<file path="config.mk">
export PLATFORM = sky130hd
export DESIGN_NAME = uart_cmd_parser
export DESIGN_NICKNAME = d
export VERILOG_FILES = /design/src/rtl/uart_cmd_parser.sv
export SDC_FILE = /design/constraint.sdc
export NUM_CORES = 1
export LEC_CHECK = 0
export BUFFER_PORTS_ARGS = -buffer_cell sky130_fd_sc_hd__buf_4
export CAP_MARGIN = 40
export CORE_UTILIZATION = 51
export CTS_CLUSTER_SIZE = 20
export DETAILED_ROUTE_END_ITERATION = 8
export MAX_ROUTING_LAYER = met4
export PLACE_DENSITY = 0.75
export SLEW_MARGIN = 30
export SYNTH_ARGS = -nofsm -noshare
export SYNTH_HDL_FRONTEND = slang
export SYNTH_SLANG_ARGS = --single-unit
</file>
<file path="constraint.sdc">
create_clock -name clk -period 2.1 [get_ports clk]
set_input_delay 0.21 -clock clk [delete_from_list [all_inputs] [get_ports clk]]
set_output_delay 0.21 -clock clk [all_outputs]
set_load 0.02 [all_outputs]
</file>
<file path="src/rtl/uart_cmd_parser.sv">
// uart_cmd_parser
//   Decodes 5-byte command frames (0x55, CMD, ADDR, DATA, CHK) arriving from
//   a UART receiver and turns them into register-file accesses. A good write
//   strobes wr_en and replies ACK_BYTE. A good read strobes rd_en and replies
//   with the byte read back. A frame with a bad checksum or an unknown command
//   pulses frame_err and replies NAK_BYTE. A stalled frame (inter-byte gap of
//   TIMEOUT cycles) pulses frame_err and is dropped without a reply.
//
// Ports
//   clk       : single rising-edge clock
//   rst       : synchronous, active-high reset
//   rx_data   : received byte, valid while rx_ok is high
//   rx_ok     : one-cycle "byte received" pulse
//   wr_en     : one-cycle register-write strobe
//   wr_addr   : register write address (holds between strobes)
//   wr_data   : register write data (holds between strobes)
//   rd_en     : one-cycle register-read strobe
//   rd_addr   : register read address (holds between strobes)
//   rd_data   : read data, valid the cycle after rd_en
//   tx_start  : one-cycle pulse to start a transmission of tx_data
//   tx_data   : reply byte (holds between strobes)
//   tx_busy   : transmitter busy flag
//   frame_err : one-cycle pulse on checksum error, bad command or timeout
module uart_cmd_parser #(
    parameter int         TIMEOUT  = 50000,
    parameter logic [7:0] ACK_BYTE = 8'hAA,
    parameter logic [7:0] NAK_BYTE = 8'hEE
) (
    input  logic       clk,
    input  logic       rst,
    input  logic [7:0] rx_data,
    input  logic       rx_ok,
    output logic       wr_en,
    output logic [7:0] wr_addr,
    output logic [7:0] wr_data,
    output logic       rd_en,
    output logic [7:0] rd_addr,
    input  logic [7:0] rd_data,
    output logic       tx_start,
    output logic [7:0] tx_data,
    input  logic       tx_busy,
    output logic       frame_err
);

    localparam logic [7:0] HEADER  = 8'h55;
    localparam logic [7:0] CMD_WR  = 8'h01;
    localparam logic [7:0] CMD_RD  = 8'h02;
    localparam int         CNT_W   = (TIMEOUT > 1) ? $clog2(TIMEOUT) : 1;
    localparam logic [CNT_W-1:0] CNT_MAX = CNT_W'(TIMEOUT - 1);

    typedef enum logic [2:0] {
        IDLE,
        CMD,
        ADDR,
        DATA,
        CHK,
        EXEC,
        RDWAIT,
        RESP
    } state_t;

    state_t           state;
    state_t           next_state;

    logic [7:0]       cmd_field;
    logic [7:0]       addr_field;
    logic [7:0]       data_field;
    logic             chk_ok;
    logic [7:0]       reply;
    logic [CNT_W-1:0] gap_cnt;

    // Last values presented on the strobed outputs, so the buses hold
    // steady between strobes even while a new frame is being collected.
    logic [7:0]       wr_addr_hold;
    logic [7:0]       wr_data_hold;
    logic [7:0]       rd_addr_hold;
    logic [7:0]       tx_data_hold;

    logic             in_frame;
    logic             timeout_hit;
    logic             good_wr;
    logic             good_rd;

    assign in_frame    = (state == CMD) || (state == ADDR) ||
                         (state == DATA) || (state == CHK);
    // A byte arriving in the same cycle as the timeout wins.
    assign timeout_hit = in_frame && !rx_ok && (gap_cnt == CNT_MAX);
    assign good_wr     = chk_ok && (cmd_field == CMD_WR);
    assign good_rd     = chk_ok && (cmd_field == CMD_RD);

    always_ff @(posedge clk) begin
        if (rst) begin
            state <= IDLE;
        end else begin
            state <= next_state;
        end
    end

    always_comb begin
        next_state = state;
        wr_en      = 1'b0;
        rd_en      = 1'b0;
        tx_start   = 1'b0;
        frame_err  = 1'b0;
        case (state)
            IDLE: begin
                if (rx_ok && (rx_data == HEADER)) begin
                    next_state = CMD;
                end
            end
            CMD, ADDR, DATA, CHK: begin
                if (rx_ok) begin
                    case (state)
                        CMD:     next_state = ADDR;
                        ADDR:    next_state = DATA;
                        DATA:    next_state = CHK;
                        default: next_state = EXEC;
                    endcase
                end else if (timeout_hit) begin
                    frame_err  = 1'b1;
                    next_state = IDLE;
                end
            end
            EXEC: begin
                if (good_wr) begin
                    wr_en      = 1'b1;
                    next_state = RESP;
                end else if (good_rd) begin
                    rd_en      = 1'b1;
                    next_state = RDWAIT;
                end else begin
                    frame_err  = 1'b1;
                    next_state = RESP;
                end
            end
            RDWAIT: begin
                next_state = RESP;
            end
            RESP: begin
                if (!tx_busy) begin
                    tx_start   = 1'b1;
                    next_state = IDLE;
                end
            end
            default: begin
                next_state = IDLE;
            end
        endcase
        // A reset cycle must never leak a strobe for the aborted frame.
        if (rst) begin
            wr_en     = 1'b0;
            rd_en     = 1'b0;
            tx_start  = 1'b0;
            frame_err = 1'b0;
        end
    end

    always_ff @(posedge clk) begin
        if (rst) begin
            cmd_field    <= 8'h00;
            addr_field   <= 8'h00;
            data_field   <= 8'h00;
            chk_ok       <= 1'b0;
            reply        <= 8'h00;
            gap_cnt      <= '0;
            wr_addr_hold <= 8'h00;
            wr_data_hold <= 8'h00;
            rd_addr_hold <= 8'h00;
            tx_data_hold <= 8'h00;
        end else begin
            if (rx_ok) begin
                case (state)
                    CMD:     cmd_field  <= rx_data;
                    ADDR:    addr_field <= rx_data;
                    DATA:    data_field <= rx_data;
                    CHK:     chk_ok     <= (rx_data == (cmd_field ^ addr_field ^ data_field));
                    default: ;
                endcase
            end

            if (rx_ok) begin
                gap_cnt <= '0;
            end else if (in_frame && (gap_cnt != CNT_MAX)) begin
                gap_cnt <= gap_cnt + 1'b1;
            end

            if (state == EXEC) begin
                if (good_wr) begin
                    reply <= ACK_BYTE;
                end else if (!good_rd) begin
                    reply <= NAK_BYTE;
                end
            end else if (state == RDWAIT) begin
                reply <= rd_data;
            end

            if (wr_en) begin
                wr_addr_hold <= addr_field;
                wr_data_hold <= data_field;
            end
            if (rd_en) begin
                rd_addr_hold <= addr_field;
            end
            if (tx_start) begin
                tx_data_hold <= reply;
            end
        end
    end

    assign wr_addr = wr_en    ? addr_field : wr_addr_hold;
    assign wr_data = wr_en    ? data_field : wr_data_hold;
    assign rd_addr = rd_en    ? addr_field : rd_addr_hold;
    assign tx_data = tx_start ? reply      : tx_data_hold;

endmodule

</file>
### Word level (Yosys, flattened, before mapping)

Cells that the tools add are included.

| storage, ports and cells | value |
|---|---|
| logic and storage cells | 83 |
| bits of input ports | 20 |
| register bits | 84 |
| output and inout bits | 36 |

| operators by class | value |
|---|---|
| add/sub/neg operators | 1 |
| muxes and demuxes | 32 |
| reductions and logical operators | 20 |
| equality and inequality tests | 17 |
| bitwise operators | 2 |

Operators by type and width:

| operator | count |
|---|---|
| $mux 8 | 8 |
| $mux 1 | 17 |
| $add 16x1->16 const B | 1 |
| $eq 16x16->1 const B | 1 |
| $ne 16x16->1 const B | 1 |
| $xor 8x8->8 | 2 |
| $pmux 3 s5 | 1 |
| $eq 3x3->1 const B | 4 |
| $mux 3 | 4 |
| $reduce_and 2->1 | 5 |
| $pmux 3 s3 | 1 |
| $eq 8x1->1 const B | 1 |
| $eq 8x2->1 const B | 1 |
| $eq 8x7->1 const B | 1 |
| $eq 8x8->1 | 1 |
| $eq 3x2->1 const B | 2 |
| $logic_and 1x1->1 | 6 |
| $ne 3x3->1 const B | 2 |
| $ne 2x2->1 const B | 2 |
| $reduce_or 4->1 | 1 |
| $eq 3x1->1 const B | 1 |
| $logic_not 3->1 | 1 |
| $logic_or 1x1->1 | 3 |
| $reduce_and 3->1 | 1 |
| other kinds (4) | 4 |

### Longest topological paths before layout

| logic depth | value |
|---|---|
| depth in word-level cells | 10 |
| gate-level depth with buffers | 8 |
| mapped depth without buffers | 6 |

### Least setup slack after synthesis

OpenSTA, ideal clock, no wires.

| path | value |
|---|---|
| path type | register to output |
| from | reg gap_cnt[11] |
| to | out frame_err |
| slack | -0.045 ns |
| buffers on the path | 1 |
| data required time | 1.890 ns |
| arrival | 1.935 ns |
| stages on the path, launching flop included | 6 |
| cells stage by stage | dfxtp_1 > or4b_2 > nor4_4 > buf_2 > a2bb2oi_1 > nor2_1 |

| between the ends | value |
|---|---|
| longest elaborated chain between the ends | 6 |

RTL lines:

| what | RTL line | source |
|---|---|---|
| from (decl) | 70 | `logic [CNT_W-1:0] gap_cnt;` |
| from (signal assigned) | 184 | `gap_cnt <= gap_cnt + 1'b1;` |
| $eq 16x16->1 | 87 | `assign timeout_hit = in_frame && !rx_ok && (gap_cnt == CNT_MAX);` |
| $logic_and 1x1->1 | 87 |  |
| $mux 1 | 119 | `end else if (timeout_hit) begin` |
| $mux 1 | 112 | `if (rx_ok) begin` |
| $pmux 1 s2 | 105 | `case (state)` |
| $mux 1 | 150 | `if (rst) begin` |
| to (decl) | 42 | `output logic frame_err` |

Every way passes these cells.

### Worst setup path in the final report

| path | value |
|---|---|
| from | reg cmd_field[2] |
| to | out rd_addr[1] |

| between the ends | value |
|---|---|
| longest elaborated chain between the ends | 7 |
| elaborated cells on any way between the ends | 9 |
| classes of those cells | 2 x eq/ne; 5 x mux; 2 x reduce/logical |

RTL lines:

| what | RTL line | source |
|---|---|---|
| from (decl) | 65 | `logic [7:0] cmd_field;` |
| from (signal assigned) | 173 | `CMD: cmd_field <= rx_data;` |
| $eq 8x2->1 | 89 | `assign good_rd = chk_ok && (cmd_field == CMD_RD);` |
| $logic_and 1x1->1 | 89 |  |
| $mux 1 | 128 | `end else if (good_rd) begin` |
| $mux 1 (*) | 125 | `if (good_wr) begin` |
| $mux 1 (*) | 105 |  |
| $mux 1 (*) | 150 |  |
| $mux 8 (*) | n/a |  |
| to (decl) | 37 | `output logic [7:0] rd_addr,` |

Mark *: on every way between the ends. The rest lies on a longest branch, timed or not.

==> metrics.txt <==
status finished, violations left; violated checks setup timing; HP Class input pin to flip-flop; Avg Cell Area, Syn 8.945 um^2; sequential-to-total area share from yosys stat 0.4382; smallest hold slack 0.1115 ns; hold endpoint reply[4]; Crit Path Max Fanout 5; total gr overflow 0; Final #Nets 526; Initial Util 0.5291; Most used DFF post-synth dfxtp_1; CTS buffer count 9; actual slew at the worst max-slew pin 0.7014 ns; CTS Sinks 84; worst r2r src gap_cnt[11]; pwr/cell area 678.4 mW/mm^2; DRC 0; vias in the first global route 2930; vias 3223; Max Cap Viol 0; antenna violations before repair 0; logic gate share of total power 0.172; CP endpoint kind primary output; Die Span Y 88.75 um; WP data required 1.89 ns; r2r setup slk 0.07 ns; Synth Register Bits 84; share of layout cells above drive strength 1 0.3235; min cycle time layout 2.409 ns; Slew headroom 0.5324; syn nets 450; gp weighted congestion 0.8505; Die Area 0.007876 mm^2; Final Power 0.003353 W; largest net degree at the start of global routing 71; endpoints failing setup 26; switching share of power 0.2991; 1st-iter DRT viols 165; Synth Cell Area 0.003837 mm^2; Setup CP Type flip-flop to primary output; hold path depth 3; Mapped Cells 429; row count 31; CTS root buf clkbuf_8; Seq pwr share 0.500; Clk pin slew, worst setup/hold paths 0.10 ns; Async SR Flop Fraction 0; Hold Path Origin rd_data[4]; final worst path period share 1.147; critical path startpoint category flip-flop; Pint 0.002350 W; clock power share 0.329; Antenna Cells 0; post-place setup slack 0.02803 ns; crit path launch cmd_field[2]; Die Wd 88.75 um; Area growth syn-to-layout 28.79%; total wire length 8.539 mm; R2R depth 7; Routed WL per cell 14.02 um; aggregate global-route resource usage 0.2335; Sum Neg Setup Slack -6.917 ns; PortBufs 55; Detail Route Antenna Nets 0; CTS Hold Bufs 0; Core ar. 0.007253 mm^2; P_sw 0.001003 W; H-tree Lvls 3; Clock Latency Late Sink 0.36 ns; unrepaired setup endpoints after global routing yes; DR vias/cell 5.292; Yosys warning total 0; Max Slew Vio Count 0; CP arrival 2.20 ns; peak supply drop 514.7 uV; post-DP HPWL 5.571 mm; Pre-Repair DR Iteration Count 4; Final Hold Viols 0; setup ws final -0.3091 ns; Worst Skew 0.009910 ns; CTS tree yes; library cells used by synthesis 48; Max Freq 0.4151 GHz; first-pass GRT wire length 13.60 mm; Top-Level Pins 56; EDFF count, synth 0; r2r endpoint gap_cnt[13]; CTS Buffer Depth 2; Leak Pwr 1.909 nW
[flip-flops by register name, summed over array words and instances (netlist names)]
signal / count
wr_addr_hold: 8
gap_cnt: 16
chk_ok: 1
tx_data_hold: 8
addr_field: 8
reply: 8
wr_data_hold: 8
cmd_field: 8
state: 3
data_field: 8
rd_addr_hold: 8
[synthesized netlist by cell type, types with 2 or more instances]
master	count	area [um^2]
a21oi_1	36	180.2
and4_1	2	17.52
buf_2	3	15.01
clkbuf_1	17	63.81
dfxtp_1	84	1682
inv_1	8	30.03
mux2_2	23	259.0
mux2_4	9	135.1
nand2_1	62	232.7
nand2b_1	4	25.02
nand3_1	12	60.06
nand4_1	4	25.02
nand4b_1	2	17.52
nor2_1	27	101.4
nor2b_1	35	219.0
nor3_1	12	60.06
nor4_1	11	68.82
o211ai_1	2	15.01
o21ai_0	3	15.01
o22ai_1	3	18.77
or2_2	3	18.77
or3_1	5	31.28
or4_1	3	22.52
xnor2_1	31	271.5
xor2_1	5	43.79
[power groups by stage]
stage                     Clock [W]  Combinational (W)  Sequential, W
after floorplan                   0           0.000348        0.00171
after global placement            0           0.000491        0.00170
after detailed placement          0           0.000502        0.00171
after CTS                   0.00113           0.000509        0.00167
after global routing        0.00120           0.000634        0.00168
final                       0.00110           0.000575        0.00168
[worst max-delay path by stage]
stage / end
detailed placement: gap_cnt[13]
floorplan: tx_data_hold[2]
finish: rd_addr[1]
CTS: rd_addr[4]
global route: rd_addr[4]
global placement: gap_cnt[13]
[layer usage]
layer | track usage | vias up | wire length (um)
met5 | - | - | 0
met4 | 0.07918 | 0 | 113
met3 | 0.04198 | 10 | 460
met2 | 0.3832 | 93 | 4226
met1 | 0.2894 | 1511 | 3738
li1 | - | 1609 | -
[layout by cell type (no fill, tap or decap), types with 11 or more instances in the layout]
cell type,count
dfxtp_1,77
nor3_1,11
xnor2_1,31
mux2_2,18
nor2_1,26
buf_4,56
buf_6,29
nor2b_1,35
mux2_4,14
nand2_1,62
a21oi_1,36
[what timing repair did]
action | CTS | global route
resized for setup | 38 | 22
endpoints found under the setup margin | 31 | 39
pin swaps | 4 | 2
buffers inserted | 3 | 6
cloned | 1 | 1
[critical path, stage by stage (launching register included)]
cell and delay, ns:
dfxtp_2 0.34, nor4_2 0.25, nand3_1 0.14, or4_4 0.53, buf_6 0.16, mux2_2 0.29, buf_6 0.13
[area by class of cell]
cell class / instances / area [um^2]
timing repair buffer: 88 / 802.0
clock buffer: 9 / 123.9
sequential: 84 / 1690
multi-input combinational: 314 / 2108
tap: 99 / 123.9
clock inverter: 7 / 63.81
inverter: 8 / 30.03
fill: 587 / 2311
[stage by stage]
step                  util  std cells  area, um^2
floorplan                -        429        3840
global placement    0.6167        583        4473
detailed placement  0.6167        583        4473
CTS                 0.6650        603        4823
global route        0.6814        609        4942
finish              0.6814        609        4942
[kinds of logic after synthesis]
| family | count (synthesis) | synth area share |
|---|---|---|
| compound gates | 51 | 0.07532 |
| xor+xnor | 36 | 0.08216 |
| fa+ha+maj | 2 | 0.005869 |
| buf+inv | 31 | 0.03423 |
| flops | 84 | 0.4382 |
| mux | 33 | 0.1053 |
| simple gates | 192 | 0.2589 |
(Power assumes the default switching activity.)
